File: src/rtl/serial_pkg.sv
// Shared serial-link definitions: state encoding, default sync header and
// small elaboration-time helpers used by the transmitter and the detectors.
package serial_pkg;

  // State encoding shared with anything that decodes the transmitter state.
  localparam logic [1:0] IDLE = 2'd0;
  localparam logic [1:0] SYNC = 2'd1;
  localparam logic [1:0] DATA = 2'd2;
  localparam logic [1:0] GAP  = 2'd3;

  typedef enum logic [1:0] {
    ST_IDLE = IDLE,
    ST_SYNC = SYNC,
    ST_DATA = DATA,
    ST_GAP  = GAP
  } tx_state_e;

  // Default frame header, shared with the serial sequence detectors.
  localparam int         SYNC_W_DEFAULT       = 4;
  localparam logic [3:0] SYNC_PATTERN_DEFAULT = 4'b1011;

  // Largest of three lengths; sizes the shared bit counter.
  function automatic int max3(input int a, input int b, input int c);
    int m;
    m = a;
    if (b > m) m = b;
    if (c > m) m = c;
    return m;
  endfunction

endpackage

File: src/rtl/sync_frame_tx_piso_shift.sv
// Parallel-load, MSB-first shift register holding the payload of the frame
// currently being sent. Load wins over shift if both are asserted.
module piso_shift #(
  parameter int DATA_W = 8
) (
  input  logic              clk,
  input  logic              reset,
  input  logic              load,
  input  logic              shift,
  input  logic [DATA_W-1:0] d,
  output logic              q_msb
);

  logic [DATA_W-1:0] sr_q;

  // Capture the payload on load, otherwise move the next bit up to the MSB.
  always_ff @(posedge clk) begin
    if (reset) begin
      sr_q <= '0;
    end else if (load) begin
      sr_q <= d;
    end else if (shift) begin
      sr_q <= sr_q << 1;
    end
  end

  assign q_msb = sr_q[DATA_W-1];

endmodule

File: src/rtl/sync_frame_tx.sv
// Serial frame transmitter. A payload word accepted over valid/ready is sent
// on a single registered line as: sync header (MSB first), payload (MSB
// first), then GAP_CYCLES forced zeros. One bit per clock.
//
// Handshake: a word is accepted at a rising edge where in_valid && in_ready.
// in_ready is high exactly while the FSM is in IDLE and is registered, so
// there is no combinational path from in_* to any output. in_valid/in_data
// are ignored while a frame is in flight.
module sync_frame_tx
  import serial_pkg::*;
#(
  parameter int                DATA_W       = 8,
  parameter int                SYNC_W       = SYNC_W_DEFAULT,
  parameter logic [SYNC_W-1:0] SYNC_PATTERN = SYNC_PATTERN_DEFAULT,
  parameter int                GAP_CYCLES   = 2
) (
  input  logic              clk,
  input  logic              reset,
  input  logic              in_valid,
  output logic              in_ready,
  input  logic [DATA_W-1:0] in_data,
  output logic              out,
  output logic              sync_active,
  output logic              busy,
  output logic              done
);

  localparam int CNT_W = $clog2(max3(SYNC_W, DATA_W, GAP_CYCLES) + 1);

  // Counter holds the number of bits still to send in the current state
  // after the one on the line now; it reloads on every state change.
  localparam logic [CNT_W-1:0] SYNC_LAST = CNT_W'(SYNC_W - 1);
  localparam logic [CNT_W-1:0] DATA_LAST = CNT_W'(DATA_W - 1);
  localparam logic [CNT_W-1:0] GAP_LAST  = CNT_W'((GAP_CYCLES > 0) ? GAP_CYCLES - 1 : 0);
  localparam logic [CNT_W-1:0] CNT_ONE   = CNT_W'(1);

  tx_state_e         state_q;
  logic [CNT_W-1:0]  cnt_q;
  logic [SYNC_W-1:0] sync_sr_q;
  logic              out_q;
  logic              sync_active_q;
  logic              busy_q;
  logic              in_ready_q;
  logic              done_q;

  logic accept;
  logic pay_shift;
  logic pay_msb;
  logic cnt_zero;

  assign accept   = in_valid && in_ready_q && (state_q == ST_IDLE);
  assign cnt_zero = (cnt_q == '0);

  // A payload bit leaves the register on the SYNC->DATA edge and on every
  // DATA edge except the last one.
  assign pay_shift = ((state_q == ST_SYNC) && cnt_zero) ||
                     ((state_q == ST_DATA) && !cnt_zero);

  piso_shift #(
    .DATA_W (DATA_W)
  ) u_piso (
    .clk   (clk),
    .reset (reset),
    .load  (accept),
    .shift (pay_shift),
    .d     (in_data),
    .q_msb (pay_msb)
  );

  // Frame FSM with bit counter and registered line/status outputs.
  always_ff @(posedge clk) begin
    if (reset) begin
      state_q       <= ST_IDLE;
      cnt_q         <= '0;
      sync_sr_q     <= '0;
      out_q         <= 1'b0;
      sync_active_q <= 1'b0;
      busy_q        <= 1'b0;
      in_ready_q    <= 1'b1;
      done_q        <= 1'b0;
    end else begin
      done_q <= 1'b0;
      case (state_q)
        ST_IDLE: begin
          if (accept) begin
            state_q       <= ST_SYNC;
            cnt_q         <= SYNC_LAST;
            out_q         <= SYNC_PATTERN[SYNC_W-1];
            sync_sr_q     <= SYNC_PATTERN << 1;
            sync_active_q <= 1'b1;
            busy_q        <= 1'b1;
            in_ready_q    <= 1'b0;
          end
        end
        ST_SYNC: begin
          if (cnt_zero) begin
            state_q       <= ST_DATA;
            cnt_q         <= DATA_LAST;
            out_q         <= pay_msb;
            sync_active_q <= 1'b0;
          end else begin
            cnt_q     <= cnt_q - CNT_ONE;
            out_q     <= sync_sr_q[SYNC_W-1];
            sync_sr_q <= sync_sr_q << 1;
          end
        end
        ST_DATA: begin
          if (cnt_zero) begin
            out_q <= 1'b0;
            if (GAP_CYCLES > 0) begin
              state_q <= ST_GAP;
              cnt_q   <= GAP_LAST;
            end else begin
              state_q    <= ST_IDLE;
              cnt_q      <= '0;
              busy_q     <= 1'b0;
              in_ready_q <= 1'b1;
              done_q     <= 1'b1;
            end
          end else begin
            cnt_q <= cnt_q - CNT_ONE;
            out_q <= pay_msb;
          end
        end
        ST_GAP: begin
          out_q <= 1'b0;
          if (cnt_zero) begin
            state_q    <= ST_IDLE;
            cnt_q      <= '0;
            busy_q     <= 1'b0;
            in_ready_q <= 1'b1;
            done_q     <= 1'b1;
          end else begin
            cnt_q <= cnt_q - CNT_ONE;
          end
        end
        default: begin
          state_q    <= ST_IDLE;
          cnt_q      <= '0;
          out_q      <= 1'b0;
          busy_q     <= 1'b0;
          in_ready_q <= 1'b1;
        end
      endcase
    end
  end

  assign out         = out_q;
  assign sync_active = sync_active_q;
  assign busy        = busy_q;
  assign in_ready    = in_ready_q;
  assign done        = done_q;

endmodule

File: config.mk
export PLATFORM = sky130hd
export DESIGN_NAME = sync_frame_tx
export DESIGN_NICKNAME = d
export VERILOG_FILES = /design/src/rtl/serial_pkg.sv /design/src/rtl/sync_frame_tx_piso_shift.sv /design/src/rtl/sync_frame_tx.sv
export SDC_FILE = /design/constraint.sdc
export NUM_CORES = 1
export LEC_CHECK = 0
export CAP_MARGIN = 10
export CORE_MARGIN = 1.5
export CORE_UTILIZATION = 55
export CTS_BUF_LIST = sky130_fd_sc_hd__clkbuf_2 sky130_fd_sc_hd__clkbuf_4 sky130_fd_sc_hd__clkbuf_8
export DETAILED_ROUTE_END_ITERATION = 16
export PLACE_DENSITY = 0.87
export SYNTH_ARGS = -nofsm -noshare
export SYNTH_HDL_FRONTEND = slang
export SYNTH_SLANG_ARGS = --single-unit
File: constraint.sdc
create_clock -name clk -period 2.1 [get_ports clk]
set_input_delay 0.315 -clock clk [delete_from_list [all_inputs] [get_ports clk]]
set_output_delay 0.315 -clock clk [all_outputs]
set_load 0.01 [all_outputs]
==> flow_metrics.py <==
metrics = {
    "status": {
        "status": "finished, final reports clean",
    },
    "timing": {
        "finClkSkew_ns": 0.00370,
        "drv_slew": 0,
        "fmax_ghz": 0.528,
        "relSlewSlack": 0.652,
        "rsz0062_at_grt": "no",
        "setup_viol": 0,
        "fin_setup_tns_ns": 0,
        "finalCriticalPeriod_ns": 1.89,
        "setup_slack_ns": 0.208,
        "min_period_over_period": 0.901,
        "tightest_slew_ns": 0.518,
        "hold_violations": 0,
    },
    "clock_tree": {
        "clock_latency_ns": 0.31,
        "clock_sinks": 22,
        "hold_buffers": 0,
        "root_buffer": "clkbuf_4",
        "postCtsSetupBuffers": 0,
        "cts_max_level": 1,
        "cts_tree": "built",
        "cts_made_buffers": 3,
        "clk_path_buf_depth": 2,
        "cts.clk_slew.worst_paths_ns": 0.12,
        "cts_resized": 0,
    },
    "placement": {
        "numPortBuffers": 15,
        "dp_hpwl_microns": 1760,
        "dp_slack_ns": 0.241,
        "placedCellCount": 162,
        "gp_congestion": 0.780,
        "placed_area_sq_um": 1280,
    },
    "final_layout": {
        "insertedDiodeCount": 0,
        "fin_cells": 166,
        "drive_above_1_share": 0.0922,
        "nNetsFinal": 158,
        "fillers": 143,
        "syn_to_final_growth_pct": 19.9,
        "regArea_sq_um": 440,
        "multi_input_area_sq_um": 607,
        "fin_area_sq_um": 1310,
        "utilization": 0.729,
    },
    "synthesis": {
        "yosysSeqAreaShare": 0.402,
        "synthTopCellsByCount": "22 x dfxtp_1, 22 x nor2_1, 10 x a211oi_1, 8 x a21oi_1, 8 x mux2i_1",
        "synth_seq_cells": 22,
        "synth_flop_cell": "dfxtp_1",
        "yosysTopAreaCellShare": 0.402,
        "ys_warn_count": 0,
        "synth_cells": 123,
        "syn-cell-area_sq_um": 1100,
        "syn_avg_cell_area_sq_um": 8.91,
        "synth_area_leaders": "dfxtp_1 40%, nor2_1 7.5%, mux2i_1 7.3%, a211oi_1 6.8%, ha_1 5.7%",
        "synth.distinct_cells": 33,
        "yosysTopAreaCell": "dfxtp_1",
        "syn_nets": 139,
        "synth_enable_flop_cells": 0,
        "synthArstFlopShare": 0,
    },
    "routing": {
        "wl_microns": 2350,
        "first_pass_iters": 4,
        "drt-wirelength-per-cell_microns": 14.2,
        "vias": 944,
        "drtIter0Drc": 9,
        "via_per_inst": 5.69,
        "drcViolationCount": 0,
        "drtAntennaViolNets": 0,
    },
    "power_and_ir_drop": {
        "power_switching_uw": 840,
        "peakVddDrop_mv": 1.02,
        "power_frac_comb": 0.541,
        "switching_share": 0.419,
        "power_frac_seq": 0.340,
        "p_leak_uw": 0.000537,
        "power_density_nw_per_um2": 1530,
        "p_clk_frac": 0.119,
        "intPower_uw": 1160,
    },
    "global_route": {
        "grt_max_degree": 17,
        "gr-usage-met1": 0.275,
        "grt_pass1_wl_microns": 3760,
        "grt_overflow_total": 0,
        "top_usage_layer": "met2",
        "antenna_found_initial": 0,
        "use_met3": 0.0792,
        "grt_pass1_vias": 938,
        "grt_use_met2": 0.386,
        "track_usage": 0.237,
    },
    "worst_setup_path": {
        "start_kind": "flop",
        "cp_cell_sequence": "or4_4 > mux2i_4 > mux2i_1 > a211oi_1",
        "arrival_ns": 2.13,
        "critPathRequiredTime_ns": 2.34,
        "reg2reg_from": "cnt_q[0]",
        "critPathSlowestCell": "or4_4",
        "rr_worst_depth": 4,
        "critPathMaxFanout": 10,
        "max_stage_delay_ns": 0.59,
        "ff2ff_setup_slack_ns": 0.21,
        "rr_endpoint": "u_piso.sr_q[5]",
        "crit_type": "reg2reg",
        "worstSetupEndpointType": "flop",
    },
    "die": {
        "rows": 15,
        "die_h_microns": 47.6,
        "dieArea_sq_um": 2270,
        "die_width_microns": 47.6,
        "core_area_sq_um": 1800,
        "pin_count": 16,
        "start_util": 0.608,
    },
    "worst_hold_path": {
        "hp-start": "u_piso.sr_q[0]",
        "hold_depth": 2,
        "whs_endpoint": "u_piso.sr_q[0]",
        "hold_class": "reg2reg",
    },
    "run": {
        "cap_violations": 0,
    },
}
## logic make-up after synthesis
kind of cell,after synthesis,share of synthesized area
adder cells (fa/ha/maj),5,0.0571
multiplexers,9,0.0936
flip-flops,22,0.402
AO/OA/AOI/OAI,34,0.215
buffers and inverters,9,0.0445
AND/OR/NAND/NOR,44,0.188
## power groups by stage
| stage | clock [uW] | combinational [uW] | sequential [uW] |
|---|---|---|---|
| 2_1_floorplan | 0 | 830 | 666 |
| 3_3_place_gp | 0 | 1020 | 677 |
| 3_5_place_dp | 0 | 1080 | 691 |
| 4_1_cts | 242 | 1080 | 681 |
| 5_1_grt | 254 | 1190 | 698 |
| 6_report | 238 | 1080 | 682 |
## final cells by class
cell class	count	area share
clock buffers	4	0.0276
inverters	3	0.00857
multi-input cells	92	0.462
flip-flops and latches	22	0.335
well taps	25	0.0238
repair buffers	20	0.143
## routing by layer
| metal | share of wire | vias up | routed length, microns |
|---|---|---|---|
| met5 | 0 | - | 0 |
| met3 | 0.032 | 7 | 76 |
| met2 | 0.47 | 17 | 1110 |
| li1 | - | 483 | - |
| met4 | 0.017 | 0 | 39 |
| met1 | 0.48 | 437 | 1120 |
## worst max-delay path by stage
stage	start	endpoint	cells past startpoint
floorplan	state_q[1]	state_q[1]	7
global placement	cnt_q[2]	u_piso.sr_q[7]	4
detailed placement	cnt_q[0]	u_piso.sr_q[5]	4
CTS	cnt_q[0]	u_piso.sr_q[5]	4
global route	state_q[0]	state_q[0]	6
finish	cnt_q[0]	u_piso.sr_q[5]	4
## flip-flops by register name, summed over array words and instances (netlist names)
| signal | flops |
|---|---|
| busy | 1 |
| cnt_q | 4 |
| done | 1 |
| in_ready | 1 |
| out | 1 |
| state_q | 2 |
| sync_active | 1 |
| sync_sr_q | 3 |
| u_piso.sr_q | 8 |
## worst max-delay path: cells and delay by family, from the launching register on
family	cells	cell delay, ns
compound gates	1	0.25
mux	2	0.57
simple gates	1	0.59
flops	1	0.39
## layout by cell type (no fill, tap or decap), drive strengths merged
master	Yosys	layout
o21ai	3	3
o21a	1	1
buf	2	5
ha	5	5
a22oi	1	1
clkdlybuf4s50	0	15
nor4	1	1
a21boi	1	1
nor3	5	5
a21bo	1	1
a21o	2	2
nor3b	2	2
a211oi	10	10
o21bai	2	2
mux2i	9	9
a32o	1	1
or4	1	1
nand3	6	6
inv	3	3
clkbuf	4	4
a21oi	8	8
o31ai	1	1
nor2b	1	1
dfxtp	22	22
o22ai	1	1
o2bb2ai	1	1
nand2b	1	1
nand2	3	3
or3	1	1
a311oi	1	1
and3	1	1
nor2	22	22
## through the flow
stage | hold slack, ns | total power, uW
floorplan | 0.387 | 1500
global placement | 0.473 | 1700
detailed placement | 0.459 | 1770
CTS | 0.476 | 2000
global route | 0.501 | 2150
finish | 0.477 | 2000
Note: power is estimated with default switching activity, not from simulation.
